$ cat config.mk
export PLATFORM = sky130hd
export DESIGN_NAME = bin2bcd_seq
export DESIGN_NICKNAME = d
export VERILOG_FILES = /design/src/rtl/bin2bcd_seq.sv
export SDC_FILE = /design/constraint.sdc
export NUM_CORES = 1
export LEC_CHECK = 0
export CAP_MARGIN = 20
export CORE_UTILIZATION = 45
export DETAILED_ROUTE_END_ITERATION = 8
export MAX_ROUTING_LAYER = met4
export PLACE_DENSITY = 0.75
export SLEW_MARGIN = 20
export SYNTH_ARGS = -nofsm -noshare
export SYNTH_HDL_FRONTEND = slang
export SYNTH_SLANG_ARGS = --single-unit
$ cat constraint.sdc
create_clock -name clk -period 2.2 [get_ports clk]
set_clock_uncertainty 0.1 [all_clocks]
set_input_delay 0.66 -clock clk [delete_from_list [all_inputs] [get_ports clk]]
set_output_delay 0.66 -clock clk [all_outputs]
set_load 0.01 [all_outputs]
$ cat src/rtl/bin2bcd_seq.sv
// bin2bcd_seq: sequential shift-and-add-3 binary to BCD converter with leading-zero mask
module bin2bcd_seq #(
  parameter int WIDTH  = 8,
  parameter int DIGITS = 3
) (
  input  logic                  clk,
  input  logic                  rst,
  input  logic                  start,
  input  logic [WIDTH-1:0]      bin_in,
  output logic                  busy,
  output logic                  done,
  output logic [4*DIGITS-1:0]   bcd_out,
  output logic [DIGITS-1:0]     lz_mask
);
  localparam int CW = $clog2(WIDTH + 1);
  localparam int SW = 4 * DIGITS + WIDTH;
  typedef enum logic {IDLE, CONV} state_t;
  state_t              state_q;
  logic [SW-1:0]       sr_q, sr_d;
  logic [CW-1:0]       cnt_q;
  logic [4*DIGITS-1:0] adj;
  logic [DIGITS-1:0]   lz_d;
  logic                zero_run;
  always_comb begin
    adj = sr_q[SW-1:WIDTH];
    for (int i = 0; i < DIGITS; i++)
      adj[4*i+:4] = (sr_q[WIDTH+4*i+:4] >= 4'd5) ? sr_q[WIDTH+4*i+:4] + 4'd3 : sr_q[WIDTH+4*i+:4];
    sr_d = {adj, sr_q[WIDTH-1:0]} << 1;
    // walk down from the top digit; units digit is never blanked
    lz_d = '0;
    zero_run = 1'b1;
    for (int i = DIGITS - 1; i >= 1; i--) begin
      zero_run = zero_run && (sr_d[WIDTH+4*i+:4] == 4'd0);
      lz_d[i] = zero_run;
    end
  end
  always_ff @(posedge clk) begin
    if (rst) begin
      state_q <= IDLE;
      busy    <= 1'b0;
      done    <= 1'b0;
      bcd_out <= '0;
      lz_mask <= {{(DIGITS-1){1'b1}}, 1'b0};
      sr_q    <= '0;
      cnt_q   <= '0;
    end else begin
      done <= 1'b0;
      if (state_q == IDLE) begin
        if (start) begin
          sr_q    <= {{(4*DIGITS){1'b0}}, bin_in};
          cnt_q   <= CW'(WIDTH);
          state_q <= CONV;
          busy    <= 1'b1;
        end
      end else begin
        sr_q  <= sr_d;
        cnt_q <= cnt_q - CW'(1);
        if (cnt_q == CW'(1)) begin
          state_q <= IDLE;
          busy    <= 1'b0;
          done    <= 1'b1;
          bcd_out <= sr_d[SW-1:WIDTH];
          lz_mask <= lz_d;
        end
      end
    end
  end
endmodule
==> results.sh, run 1 <==
export IMPL_p_comb_frac=0.109
export IMPL_yosysTopAreaCellShare=0.427
export IMPL_rsz0062_at_grt="no"
export IMPL_ios=28
export IMPL_yosysSeqAreaShare=0.427
export IMPL_num_fill_cells=373
export IMPL_clk_path_buf_depth=2
export IMPL_arrival_ps=1170
export IMPL_maxSlewViolCount=0
export IMPL_whs_ps=358
export IMPL_synth_cells=236
export IMPL_final_util=0.574
export IMPL_grt_pass1_vias=1395
export IMPL_rows=23
export IMPL_die_w_um=67.4
export IMPL_synth_avg_cell_area_sq_um=8.15
export IMPL_avgRoutedWirePerCell_um=11.7
export IMPL_place_ws_ps=135
export IMPL_cts_htree_levels=2
export IMPL_ir_drop_v=0.000571
export IMPL_clkSinkCount=41
export IMPL_final_setup_tns_ps=0
export IMPL_fin_crit_ps=1930
export IMPL_cp_start_kind="register"
export IMPL_cts_setup_buffers=0
export IMPL_cp_required_ps=1440
export IMPL_netSwitchingPower_mw=0.336
export IMPL_final_cell_mix="41 x dfxtp_1, 39 x nor2_1, 33 x a21oi_1, 26 x clkdlybuf4s50_1, 22 x nand2_1"
export IMPL_status="finished, final reports clean"
export IMPL_power_density_nw_per_um2=611
export IMPL_critical_path_class="register to output port"
export IMPL_fin_crit_sh=0.878
export IMPL_clock_latency_ps=290
export IMPL_core_area_sq_um=4060
export IMPL_grt_antenna_before_repair=0
export IMPL_fin_ws_ps=267
export IMPL_max_stage_delay_ps=540
export IMPL_drtPass1Iterations=4
export IMPL_drtAntennaViolNets=0
export IMPL_power_leakage_nw=0.904
export IMPL_cts_buffers=5
export IMPL_layout_nets=278
export IMPL_vias=1577
export IMPL_overflow=0
export IMPL_p_int_mw=1.09
export IMPL_post_dp_hpwl_um=2480
export IMPL_ys_top_cells_by_area="dfxtp_1 43%, a21oi_1 8.6%, nor2_1 7.6%"
export IMPL_critPathBufInv=1
export IMPL_crit_family="buffers and inverters"
export IMPL_synth_compound_area_share=0.152
export IMPL_diodes=0
export IMPL_yosysTopAreaCell="dfxtp_1"
export IMPL_grt_max_degree=42
export IMPL_clk_pin_slew_ps=70
export IMPL_synth_top_family_by_area="simple AND/OR/NAND/NOR gates"
export IMPL_ys_seq_elements=41
export IMPL_drive_above_1_share=0.0772
export IMPL_crit_chain="clkdlybuf4s50_1"
export IMPL_syn_area_sq_um=1920
export IMPL_maxCapViolations=0
export IMPL_power_frac_clock=0.343
export IMPL_power_frac_seq=0.548
export IMPL_setup_violations_final=0
export IMPL_cts_tree="built"
export IMPL_hold_violations=0
export IMPL_drc=0
export IMPL_cp_end_kind="output port"
export IMPL_cts_hold_buf=0
export IMPL_routed_via_density=5.10
export IMPL_final_common_cell="dfxtp_1"
export IMPL_synthAdderAreaFrac=0.0520
export IMPL_place_gp_congestion=0.877
export IMPL_max_freq_mhz=517
export IMPL_swShare=0.236
export IMPL_wl_um=3630
export IMPL_initial_core_util=0.474
export IMPL_fp_dieH_um=67.4
export IMPL_grt_first_pass_wirelength_um=6090
export IMPL_crit_fanout=2
export IMPL_synth_simple_area_share=0.232
export IMPL_cts_root_buf="clkbuf_8"
export IMPL_yosys_mux_area_fraction=0.0677
export IMPL_synth_cell_type_count=32
export IMPL_port_buffers=26
export IMPL_cts_resized=0
export IMPL_synth_nets=255
export IMPL_dieArea_sq_um=4540
export IMPL_hold_class="register to register"
export IMPL_track_usage=0.186
export IMPL_synth_xor_area_frac=0.0137
export IMPL_ys_warn_count=0
export IMPL_drtIter0Drc=97
export IMPL_area_delta_synth_final_pct=21.2
export IMPL_slowest_stage="clkdlybuf4s50_1"
==> power groups by stage <==
| stage | combinational [mW] | sequential (mW) | clock, mW |
|---|---|---|---|
| 2_1_floorplan | 0.0993 | 0.797 | 0 |
| 3_3_place_gp | 0.154 | 0.797 | 0 |
| 3_5_place_dp | 0.155 | 0.798 | 0 |
| 4_1_cts | 0.156 | 0.781 | 0.503 |
| 5_1_grt | 0.173 | 0.783 | 0.535 |
| 6_report | 0.155 | 0.781 | 0.488 |
==> layer usage <==
layer	GRT usage	wire length (um)	up-vias
li1	-	-	838
met1	0.223	1770	703
met2	0.286	1670	29
met3	0.0490	131	7
met4	0.0904	57	0
met5	-	0	-
==> worst min-delay path, stage by stage, from the launching register on <==
cell     delay (ps)
dfxtp_1         310
nand2_1          50
a21oi_1          50
==> through the flow <==
stage                     instances  power (mW)  cell area [sq um]
after floorplan                 236       0.896               1920
after global placement          302       0.951               2240
after detailed placement        302       0.953               2240
after CTS                       309        1.44               2330
after global routing            309        1.49               2330
final                           309        1.42               2330
==> state kept, by name (all words and copies together), names as in the netlist <==
register	cells
sr_q	20
bcd_out	12
cnt_q	4
lz_mask	2
busy	1
done	1
state_q	1
==> worst paths after layout <==
path	start	endpoint	slack, ps	depth (start not counted)
setup / recovery	busy	busy	270	1
hold / removal	bcd_out[0]	bcd_out[0]	360	2
setup reg to reg	sr_q[16]	lz_mask[1]	370	7
hold reg to reg	bcd_out[0]	bcd_out[0]	360	2
==> synth_stat cells <==
cell / instances
dfxtp_1: 41
nor2_1: 39
a21oi_1: 33
nand2_1: 22
mux2i_1: 13
nor3_1: 13
clkbuf_1: 8
ha_1: 8
buf_2: 6
inv_1: 6
nand2b_1: 6
nor3b_1: 6
o21ai_1: 6
nand3_1: 4
inv_2: 3
xnor2_1: 3
a211oi_1: 2
a311oi_1: 2
nand3b_1: 2
a2111o_1: 1
a21oi_2: 1
a21oi_4: 1
and3_1: 1
buf_1: 1
buf_4: 1
conb_1: 1
nand2_4: 1
nand3_2: 1
o21ai_2: 1
o21ba_1: 1
o31a_1: 1
or3_1: 1
==> kinds of logic (layout without fill, tap and decap cells) <==
group           count (synthesis)  after routing
other cells                     1              1
xor+xnor                        3              3
buf+inv                        25             48
compound gates                 49             49
mux                            13             13
flops                          41             41
simple gates                   96             96
fa+ha+maj                       8              8
==> layout make-up <==
cell class | count | area, sq um | area share
clock buffers | 7 | 86.3 | 0.0370
inverters | 9 | 33.8 | 0.0145
multi-input cells | 170 | 997 | 0.428
flip-flops and latches | 41 | 821 | 0.352
well taps | 50 | 62.6 | 0.0268
repair buffers | 32 | 330 | 0.142
Note: power is estimated with default switching activity, not from simulation.
==> run 2, diff against run 1 <==
==> constraint.sdc (replaced) <==
create_clock -name clk -period 2.2 [get_ports clk]
set_clock_uncertainty 0.1 [all_clocks]
set_input_delay 0.33 -clock clk [delete_from_list [all_inputs] [get_ports clk]]
set_output_delay 0.33 -clock clk [all_outputs]
set_load 0.01 [all_outputs]
==> run 2 against run 1 <==
  * Critical path depth is 6 higher
  * Worst hold slack worse by 5.2 ps
  * Flip-flop and latch count stayed put
  * Clock power grew 9.0%
  * Final cell count rose by 0.65%
  * Utilization shrank 0.062 points
  * Clock-buffer cell count unchanged
  * Register-to-register slack improved by 50 ps
  * Critical path type is now register to register
  * Critical endpoint is now lz_mask[1]
  * Largest cell class unchanged
==> results.sh, run 2 (synthesis gave the netlist of run 1 again) <==
export IMPL_regArea_sq_um=821
export IMPL_max_stage_delay_ps=440
export IMPL_crit_chain="inv_2 > ha_1 > nand2b_1 > a21oi_4 > nand3b_1 > a2111o_1 > o21ai_2"
export IMPL_final_cell_mix="41 x dfxtp_1, 39 x nor2_1, 33 x a21oi_1, 26 x clkdlybuf4s50_1, 22 x nand2_1"
export IMPL_crit_fanout=4
export IMPL_crit_family="compound AO/OA/AOI/OAI gates"
export IMPL_grt_pass1_vias=1377
export IMPL_power_density_nw_per_um2=628
export IMPL_cts_tree="built"
export IMPL_drive_above_1_share=0.0881
export IMPL_setup_violations_final=0
export IMPL_cts_htree_levels=2
export IMPL_clkSinkCount=41
export IMPL_vias=1577
export IMPL_largest_reg_flops=20
export IMPL_diodes=0
export IMPL_place_gp_congestion=0.824
export IMPL_cts_setup_buffers=0
export IMPL_clk_path_buf_depth=2
export IMPL_ios=28
export IMPL_num_fill_cells=390
export IMPL_grt_first_pass_wirelength_um=5930
export IMPL_rsz0062_at_grt="no"
export IMPL_power_frac_seq=0.533
export IMPL_cp_end_kind="register"
export IMPL_arrival_ps=1910
export IMPL_final_common_cell="dfxtp_1"
export IMPL_track_usage=0.180
export IMPL_critical_path_class="register to register"
export IMPL_maxSlewViolCount=0
export IMPL_maxCapViolations=0
export IMPL_final_setup_tns_ps=0
export IMPL_drc=0
export IMPL_critPathBufInv=1
export IMPL_fin_crit_ps=1780
export IMPL_grt_max_degree=42
export IMPL_initial_core_util=0.474
export IMPL_port_buffers=26
export IMPL_power_leakage_nw=0.909
export IMPL_area_delta_synth_final_pct=21.1
export IMPL_die_w_um=67.4
export IMPL_hold_class="register to register"
export IMPL_rows=23
export IMPL_drtIter0Drc=67
export IMPL_wl_um=3550
export IMPL_core_area_sq_um=4060
export IMPL_ir_drop_v=0.000464
export IMPL_cp_start_kind="register"
export IMPL_layout_nets=279
export IMPL_cts_root_buf="clkbuf_8"
export IMPL_hold_violations=0
export IMPL_swShare=0.236
export IMPL_routed_via_density=5.07
export IMPL_drtAntennaViolNets=0
export IMPL_p_int_mw=1.12
export IMPL_grt_antenna_before_repair=0
export IMPL_overflow=0
export IMPL_largest_register="sr_q"
export IMPL_netSwitchingPower_mw=0.345
export IMPL_avgRoutedWirePerCell_um=11.4
export IMPL_whs_ps=353
export IMPL_max_freq_mhz=561
export IMPL_cp_required_ps=2330
export IMPL_fp_dieH_um=67.4
export IMPL_post_dp_hpwl_um=2440
export IMPL_cts_buffers=5
export IMPL_drtPass1Iterations=4
export IMPL_clock_latency_ps=290
export IMPL_cts_resized=0
export IMPL_dpl_cell_area_sq_um=2230
export IMPL_dieArea_sq_um=4540
export IMPL_p_comb_frac=0.103
export IMPL_finalPower_mw=1.46
export IMPL_fin_crit_sh=0.810
export IMPL_placed_cells=303
export IMPL_finalNonFillerCells=311
export IMPL_multi_input_area_sq_um=997
export IMPL_stdcell_area_sq_um=2330
export IMPL_power_frac_clock=0.364
export IMPL_reg_top3="sr_q: 20 flops, bcd_out: 12 flops, cnt_q: 4 flops"
export IMPL_cts_hold_buf=0
export IMPL_slowest_stage="a2111o_1"
export IMPL_clk_pin_slew_ps=80
export IMPL_status="finished, final reports clean"
==> run 2: cell types whose count changed in the layout (fill, tap and decap cells not counted) <==
| cell | change |
|---|---|
| buf_12 | -2 |
| buf_4 | +3 |
| clkbuf_1 | -1 |
| clkbuf_8 | +1 |
| clkinv_2 | +1 |
==> run 2: worst reg2reg max path, cell delays in order, from the launching register on <==
cell      delay (ps)
dfxtp_1          400
inv_2             70
ha_1             230
nand2b_1         130
a21oi_4           90
nand3b_1         160
a2111o_1         440
o21ai_2          110
==> run 2: final cells by class <==
cell class | count | share of cell area
clock buffers | 7 | 0.0414
clock inverters | 1 | 0.00215
inverters | 9 | 0.0145
multi-input cells | 170 | 0.428
flip-flops and latches | 41 | 0.352
well taps | 50 | 0.0269
repair buffers | 33 | 0.134
==> run 2: stage by stage <==
stage	worst slack, ps	util
3_5_place_dp	412	0.549
4_1_cts	399	0.574
3_3_place_gp	476	0.549
2_1_floorplan	512	-
6_report	418	0.574
5_1_grt	305	0.574
==> run 2: final timing paths <==
check,from,end,slack [ps],cells after the start
setup reg to reg,sr_q[16],lz_mask[1],420,7
setup / recovery,sr_q[16],lz_mask[1],420,7
hold reg to reg,bcd_out[6],bcd_out[6],350,2
hold / removal,bcd_out[6],bcd_out[6],350,2
==> run 2: power groups by stage <==
stage / Sequential, mW / Combinational (mW) / Clock [mW]
after detailed placement: 0.797 / 0.152 / 0
after global placement: 0.797 / 0.148 / 0
final: 0.780 / 0.151 / 0.532
after global routing: 0.782 / 0.168 / 0.585
after floorplan: 0.797 / 0.0993 / 0
after CTS: 0.780 / 0.153 / 0.550
==> run 2: metal layers <==
metal  track usage  share of wire  vias up
li1              -              -      837
met1         0.207           0.49      704
met2         0.295           0.46       31
met3        0.0524          0.034        5
met4        0.0691          0.016        0
met5             -              0        -
==> run 3, diff against run 2 <==
clock period = 1.8 ns   (was 2.2 ns; I/O delays follow)
==> run 3 against run 2 <==
  * Flip-flop and latch count stayed put
  * Total power is 18% higher
  * Clock power is 8.8% higher
  * Non-clock buffer count is 1 higher
  * Global-route usage is 0.59 points higher
  * Critical endpoint unchanged
==> results.sh, run 3 (synthesis gave the netlist of run 1 again) <==
export IMPL_final_cell_mix="39 x nor2_1, 39 x dfxtp_1, 32 x a21oi_1, 26 x clkdlybuf4s50_1, 22 x nand2_1"
export IMPL_grt_first_pass_wirelength_um=6150
export IMPL_power_frac_clock=0.337
export IMPL_drtPass1Iterations=4
export IMPL_post_dp_hpwl_um=2520
export IMPL_num_fill_cells=378
export IMPL_port_buffers=26
export IMPL_maxCapViolations=0
export IMPL_crit_fanout=4
export IMPL_grt_pass1_vias=1443
export IMPL_drtIter0Drc=67
export IMPL_final_setup_tns_ps=0
export IMPL_core_area_sq_um=4060
export IMPL_dieArea_sq_um=4540
export IMPL_cp_start_kind="register"
export IMPL_fin_crit_ps=1710
export IMPL_maxSlewViolCount=0
export IMPL_ir_drop_v=0.000420
export IMPL_wl_um=3640
export IMPL_cts_buffers=5
export IMPL_cp_required_ps=1930
export IMPL_clock_latency_ps=290
export IMPL_cp_end_kind="register"
export IMPL_cts_root_buf="clkbuf_8"
export IMPL_status="finished, final reports clean"
export IMPL_grt_max_degree=42
export IMPL_largest_register="sr_q"
export IMPL_cts_hold_buf=0
export IMPL_critical_path_class="register to register"
export IMPL_max_freq_mhz=583
export IMPL_hold_class="register to register"
export IMPL_power_leakage_nw=0.915
export IMPL_routed_via_density=5.27
export IMPL_setup_violations_final=0
export IMPL_initial_core_util=0.474
export IMPL_cts_htree_levels=2
export IMPL_ios=28
export IMPL_hold_violations=0
export IMPL_fin_crit_sh=0.952
export IMPL_fp_dieH_um=67.4
export IMPL_largest_reg_flops=20
export IMPL_arrival_ps=1850
export IMPL_place_gp_congestion=0.800
export IMPL_layout_nets=280
export IMPL_die_w_um=67.4
export IMPL_drive_above_1_share=0.111
export IMPL_stdcell_area_sq_um=2360
export IMPL_p_int_mw=1.29
export IMPL_drc=0
export IMPL_avgRoutedWirePerCell_um=11.7
export IMPL_reg_top3="sr_q: 20 flops, bcd_out: 12 flops, cnt_q: 4 flops"
export IMPL_clkSinkCount=41
export IMPL_swShare=0.248
export IMPL_power_density_nw_per_um2=729
export IMPL_grt_antenna_before_repair=0
export IMPL_track_usage=0.186
export IMPL_vias=1645
export IMPL_cts_tree="built"
export IMPL_rows=23
export IMPL_power_frac_seq=0.556
export IMPL_clk_pin_slew_ps=80
export IMPL_p_comb_frac=0.108
export IMPL_area_delta_synth_final_pct=22.6
export IMPL_rsz0062_at_grt="no"
export IMPL_netSwitchingPower_mw=0.427
export IMPL_clk_path_buf_depth=2
export IMPL_dpl_cell_area_sq_um=2250
export IMPL_diodes=0
export IMPL_overflow=0
export IMPL_drtAntennaViolNets=0
## run 3: changes by cell type in the layout (fill, tap and decap cells not counted)
cell and change:
dfxtp_4 +1, inv_1 -2, a21oi_4 +1, ha_4 +1, clkbuf_8 -2, ha_1 -1, inv_2 +2, dfxtp_2 +1
clkinv_2 +1, dfxtp_1 -2, a21oi_1 -1, clkbuf_1 +1, buf_12 +1
## run 3: final timing paths
| kind | from | depth (start not counted) | end | slack [ps] |
|---|---|---|---|---|
| worst min register to register | bcd_out[2] | 2 | bcd_out[2] | 360 |
| worst max register to register | sr_q[16] | 7 | lz_mask[1] | 90 |
| worst max-delay path | sr_q[16] | 7 | lz_mask[1] | 90 |
| worst min-delay path | bcd_out[2] | 2 | bcd_out[2] | 360 |
## run 3: power groups by stage
stage	sequential, mW	clock [mW]	combinational, mW
after detailed placement	0.979	0	0.186
after global placement	0.978	0	0.183
after floorplan	0.974	0	0.121
final	0.956	0.579	0.185
after global routing	0.960	0.642	0.208
after CTS	0.957	0.604	0.187
## run 3: critical path: stages, from the launching register on
cell      delay (ps)
dfxtp_4          370
inv_2             50
ha_1             210
nand2b_1         120
a21oi_4           90
nand3b_1         160
a2111o_1         440
o21ai_2          110
## run 3: final cells by class
class,count,area [sq um],share of cell area
inverter,9,33.8,0.0143
tap,50,62.6,0.0265
timing repair buffer,34,333,0.141
multi-input combinational,170,1020,0.433
clock buffer,6,72.6,0.0308
sequential,41,826,0.350
clock inverter,2,10.0,0.00424
## run 3: routing by layer
layer / vias to the layer above / global-route usage / routed length, um
met5: - / - / 0
li1: 843 / - / -
met3: 6 / 0.0507 / 129
met4: 0 / 0.0745 / 51
met1: 765 / 0.218 / 1750
met2: 31 / 0.300 / 1700
## run 3: repair_timing
item | 4_1_cts | 5_1_grt
setup buffers | 0 | 0
setup endpoints to repair | 0 | 8
gates resized for setup | 0 | 9
## run 3: per-stage QoR
stage	total power [mW]	hold slack [ps]	utilization	worst slack, ps	cells
2_1_floorplan	1.09	345	-	112	236
3_3_place_gp	1.16	343	0.554	73.7	304
3_5_place_dp	1.16	351	0.554	30.1	304
4_1_cts	1.75	363	0.574	12.0	312
5_1_grt	1.81	386	0.581	5.50	312
6_report	1.72	358	0.581	85.9	312
